File: src/rtl/m707.sv
// m707 - teletype transmitter stage (PDP-8/I console).
// Shifts an accepted character out as an 11-unit asynchronous frame
// (start, 8 data LSB first, 2 stops) and raises the printer flag at
// frame completion. Every output comes straight from a register.
module m707 #(
    parameter int unsigned CLKS_PER_BIT = 4
) (
    input  logic       clk,
    input  logic       rst,
    input  logic       load,
    input  logic [7:0] data,
    input  logic       clear_flag,
    output logic       serial_out,
    output logic       busy,
    output logic       flag
);

    // A bit time shorter than two clocks cannot be represented by the timer.
    if (CLKS_PER_BIT < 2) begin : g_cfg_check
        $error("m707: CLKS_PER_BIT must be at least 2");
    end

    localparam int unsigned TW = $clog2(CLKS_PER_BIT);
    localparam logic [TW-1:0] TIMER_LAST = TW'(CLKS_PER_BIT - 1);

    typedef enum logic [1:0] {
        S_IDLE  = 2'd0,
        S_START = 2'd1,
        S_DATA  = 2'd2,
        S_STOP  = 2'd3
    } state_t;

    state_t          r_state, w_state_n;
    logic [TW-1:0]   r_timer, w_timer_n;
    logic [2:0]      r_idx, w_idx_n;
    logic            r_stop, w_stop_n;
    logic [7:0]      r_shift, w_shift_n;
    logic            r_serial, w_serial_n;
    logic            r_busy, w_busy_n;
    logic            r_flag, w_flag_n;

    logic            w_tc;
    logic            w_accept;
    logic            w_set_flag;

    assign w_tc = (r_timer == TIMER_LAST);

    // State, counter and output registers; reset aborts any frame in flight.
    always_ff @(posedge clk) begin
        if (rst) begin
            r_state  <= S_IDLE;
            r_timer  <= '0;
            r_idx    <= '0;
            r_stop   <= 1'b0;
            r_shift  <= '0;
            r_serial <= 1'b1;
            r_busy   <= 1'b0;
            r_flag   <= 1'b0;
        end else begin
            r_state  <= w_state_n;
            r_timer  <= w_timer_n;
            r_idx    <= w_idx_n;
            r_stop   <= w_stop_n;
            r_shift  <= w_shift_n;
            r_serial <= w_serial_n;
            r_busy   <= w_busy_n;
            r_flag   <= w_flag_n;
        end
    end

    // Next-state logic: the line level and busy for the coming cycle are
    // decided here so that they change on the same edge as the state.
    always_comb begin
        w_state_n  = r_state;
        w_timer_n  = r_timer;
        w_idx_n    = r_idx;
        w_stop_n   = r_stop;
        w_shift_n  = r_shift;
        w_serial_n = r_serial;
        w_busy_n   = r_busy;
        w_accept   = 1'b0;
        w_set_flag = 1'b0;

        if (r_state != S_IDLE) begin
            w_timer_n = w_tc ? '0 : r_timer + 1'b1;
        end

        case (r_state)
            S_IDLE: begin
                w_timer_n  = '0;
                w_serial_n = 1'b1;
                w_busy_n   = 1'b0;
                if (load) begin
                    w_accept   = 1'b1;
                    w_shift_n  = data;
                    w_idx_n    = '0;
                    w_stop_n   = 1'b0;
                    w_serial_n = 1'b0;
                    w_busy_n   = 1'b1;
                    w_state_n  = S_START;
                end
            end
            S_START: begin
                if (w_tc) begin
                    w_serial_n = r_shift[0];
                    w_idx_n    = '0;
                    w_state_n  = S_DATA;
                end
            end
            S_DATA: begin
                if (w_tc) begin
                    w_shift_n = r_shift >> 1;
                    if (r_idx == 3'd7) begin
                        w_serial_n = 1'b1;
                        w_stop_n   = 1'b0;
                        w_state_n  = S_STOP;
                    end else begin
                        // Next bit is read one position up, ahead of the shift.
                        w_serial_n = r_shift[1];
                        w_idx_n    = r_idx + 3'd1;
                    end
                end
            end
            S_STOP: begin
                if (w_tc) begin
                    if (!r_stop) begin
                        w_stop_n = 1'b1;
                    end else begin
                        w_stop_n   = 1'b0;
                        w_serial_n = 1'b1;
                        w_busy_n   = 1'b0;
                        w_set_flag = 1'b1;
                        w_state_n  = S_IDLE;
                    end
                end
            end
            default: begin
                w_serial_n = 1'b1;
                w_busy_n   = 1'b0;
                w_state_n  = S_IDLE;
            end
        endcase

        // Completion wins over a coincident clear so no character is lost.
        if (w_set_flag) begin
            w_flag_n = 1'b1;
        end else if (w_accept || clear_flag) begin
            w_flag_n = 1'b0;
        end else begin
            w_flag_n = r_flag;
        end
    end

    assign serial_out = r_serial;
    assign busy       = r_busy;
    assign flag       = r_flag;

endmodule
File: config.mk
export PLATFORM = sky130hd
export DESIGN_NAME = m707
export DESIGN_NICKNAME = d
export VERILOG_FILES = /design/src/rtl/m707.sv
export SDC_FILE = /design/constraint.sdc
export NUM_CORES = 1
export LEC_CHECK = 0
export CAP_MARGIN = 15
export CORE_MARGIN = 4
export CORE_UTILIZATION = 55
export CTS_CLUSTER_SIZE = 40
export DETAILED_ROUTE_END_ITERATION = 8
export PLACE_DENSITY = 0.81
export SLEW_MARGIN = 10
export SYNTH_ARGS = -nofsm -noshare
export SYNTH_HDL_FRONTEND = slang
export SYNTH_SLANG_ARGS = --single-unit
File: constraint.sdc
create_clock -name clk -period 3.08 [get_ports clk]
set_input_delay 0.462 -clock clk [delete_from_list [all_inputs] [get_ports clk]]
set_output_delay 0.462 -clock clk [all_outputs]
set_load 0.005 [all_outputs]
==> impl_results.md <==
* Worst Hold Class: reg -> reg
* Slowest cell on crit path: ha_1
* Final Hold Viols at 0
* Vias in the first global route at about 770
* Measured slew at the worst slew-check pin at roughly 910 ps
* Nature of the critical path startpoint: register
* Nets@finish at between 100 and 150
* Worst Skew at approximately 3.0 ps
* Via density at 5.521
* CTS Buf Count at 3
* Fin crit period at 2063 ps
* Root Buffer: clkbuf_4
* Sw Pwr at around 460 uW
* Area of the mapped netlist at around 0.0010 mm2
* Syn avg cell area at around 9.7 um2
* Initial DRC count at 12
* Core area at about 0.0018 mm2
* First-pass GRT wire length at 3215 um
* CP Data Arrival Time at 2260 ps
* Int Power at 642.8 uW
* Detail Placement HPWL at between 1000 and 1500 um
* Die area at 0.002658 mm2
* TritonCTS clock tree: done
* Dpl ws at roughly 1100 ps
* Critical path class: reg -> reg
* I/O pin total at 15
* Routed vias at 795
* Synth cell types at 28
* Crit share post-route at between 60% and 70%
* Post-CTS Setup Bufs at 0
* Clk buf depth at 2
* Hold slack at 438.9 ps
* Final WL at 1945 um
* Initial antenna violation count at 0
* Die Ht at a little over 50 um
* # H-tree levels at 1
* Pleak at approximately 0.00044 uW
* Pwr Total at around 1100 uW
* Seq pwr share at 33.3%
* N_diodes at 0
* Worst path required time at ~3300 ps
* Total GRT Usage at 16.34%
* 1st-pass router iterations at 4
* PD cells at between 900 and 1000 mW/mm2
* Net count after synthesis at roughly 130
* RSZ-0062 raised after global routing: no
* CP Max Fanout at 19
* CTS-repair resized insts at 0
* Buffers and inverters on the worst path at 1
* Net Sw Frac at 41.52%
* Fin util at a little under 70%
* Hold-fix buffers, CTS at 0
* Slew Limit Fails at 0
* Status: complete, no violations
* Cell Chain, Critical Path: inv_1 > ha_1 > a21boi_0 > o21ai_0 > o41ai_1
* Worst VDD drop at 0.6747 mV
* Share of cells above drive strength 1 at a little over a tenth
* Clk_lat worst skew at roughly 300 ps
* Port buffer count at 14
* Clock sink count at 19
* Clock transition at path regs at roughly 100 ps
* Clock power share at a little under an eighth
* Chip width at ~52 um
* Global route total overflow at 0
* Initial Utilization at 59.15%
* Antenna viol nets, final at 0
* Setup TNS Final at 0 ps
* Setup Viol. Count Final at 0
* DR DRC count at 0
* Register area share after synthesis at 36.45%
* Crit path max-delay family: compound AO/OA/AOI/OAI gates
* Crit end category: register
* FMAX at 484.6 MHz
* Post-synthesis cell count at approximately 110
* Max incr delay on CP at 660 ps
* Max Cap Violations at 0
* Ys Warns at 0
* Max transition margin at 39.44%
* Layout area overhead at 13.91%
* Routed length per instance at about 14 um
* Final WS setup at between 1000 and 1500 ps
* Pin count of the biggest net entering global routing at 23
* Placer congestion estimate at between 0.7 and 0.8
* Synthesized flop and latch total at 19
* Combinational Power Share at a little under three fifths
* Rows at 15
[Yosys cell counts]
master	instances	area, um2
dfxtp_1	19	380.4
nor2_1	12	45.04
mux2i_1	9	90.09
a211oi_2	7	87.58
ha_1	7	87.58
nand2b_1	6	37.54
o21ai_0	5	25.02
a21oi_1	4	20.02
inv_1	4	15.01
nand2_1	4	15.01
nor2b_1	4	25.02
buf_2	3	15.01
buf_6	3	33.78
o41ai_1	3	26.28
a211oi_1	2	15.01
nand3b_1	2	15.01
nor3b_1	2	15.01
o2111ai_1	2	17.52
a21bo_2	1	10.01
a21boi_0	1	7.510
a221o_1	1	10.01
and3_4	1	11.26
buf_1	1	3.750
nand3_1	1	5.000
nor4_1	1	6.260
o211ai_1	1	7.510
o21bai_1	1	7.510
or2_4	1	8.760
[stage by stage]
stage,instances,cell area [um2]
2_1_floorplan,108,1044
3_3_place_gp,140,1162
3_5_place_dp,140,1162
4_1_cts,144,1189
5_1_grt,144,1189
6_report,144,1189
[worst paths after layout]
path,start,endpoint,slack (ps),cells past startpoint
hold / removal,r_timer[0],r_timer[0],440,1
setup / recovery,r_state[0],r_idx[1],1020,5
setup reg to reg,r_state[0],r_idx[1],1020,5
hold reg to reg,r_timer[0],r_timer[0],440,1
[logic make-up after synthesis]
group           count (synthesis)  share of synthesized area (%)
mux                             9                          8.633
compound gates                 28                          22.42
simple gates                   34                          17.62
flops                          19                          36.45
fa+ha+maj                       7                          8.393
buf+inv                        11                          6.473
[flip-flops by register name, indices dropped and copies added, names as in the netlist]
| name | cells |
|---|---|
| busy | 1 |
| r_stop | 1 |
| serial_out | 1 |
| r_shift | 8 |
| r_idx | 3 |
| r_timer | 2 |
| flag | 1 |
| r_state | 2 |
[placed cells by master (no fill, tap or decap)]
cell / count
nand2b_1: 6
o21ai_0: 5
or2_4: 1
a21boi_0: 1
o2111ai_1: 2
nor3b_1: 2
o211ai_1: 1
a221o_1: 1
a211oi_1: 2
nand3b_1: 2
mux2i_1: 9
and3_4: 1
ha_1: 7
clkbuf_1: 1
a21oi_1: 4
clkbuf_4: 3
a21bo_2: 1
nor2_1: 12
dfxtp_1: 19
a211oi_2: 7
nand2_1: 4
inv_1: 4
nor2b_1: 4
nor4_1: 1
nand3_1: 1
clkdlybuf4s50_1: 14
o41ai_1: 3
o21bai_1: 1
[metal layers]
layer / track usage (%) / wire length [um] / vias up
met3: 4.585 / 80 / 7
met2: 26.48 / 924 / 19
met5: 0 / 0 / -
met4: 10.48 / 57 / 0
li1: - / - / 413
met1: 18.75 / 883 / 356
[final cells by class]
cell class	instances	area, um2
clock buffer	4	26.28
timing repair buffer	14	140.1
fill	157	575.6
tap	25	31.28
multi-input combinational	78	595.6
inverter	4	15.01
sequential	19	380.4
[power by group through the flow]
| stage | combinational [uW] | clock [uW] | sequential, uW |
|---|---|---|---|
| final | 609 | 124 | 366 |
| after global routing | 682 | 138 | 375 |
| after CTS | 612 | 130 | 365 |
| after detailed placement | 608 | 0 | 371 |
| after global placement | 582 | 0 | 366 |
| after floorplan | 555 | 0 | 360 |
Power figures use the tool's default switching activity.
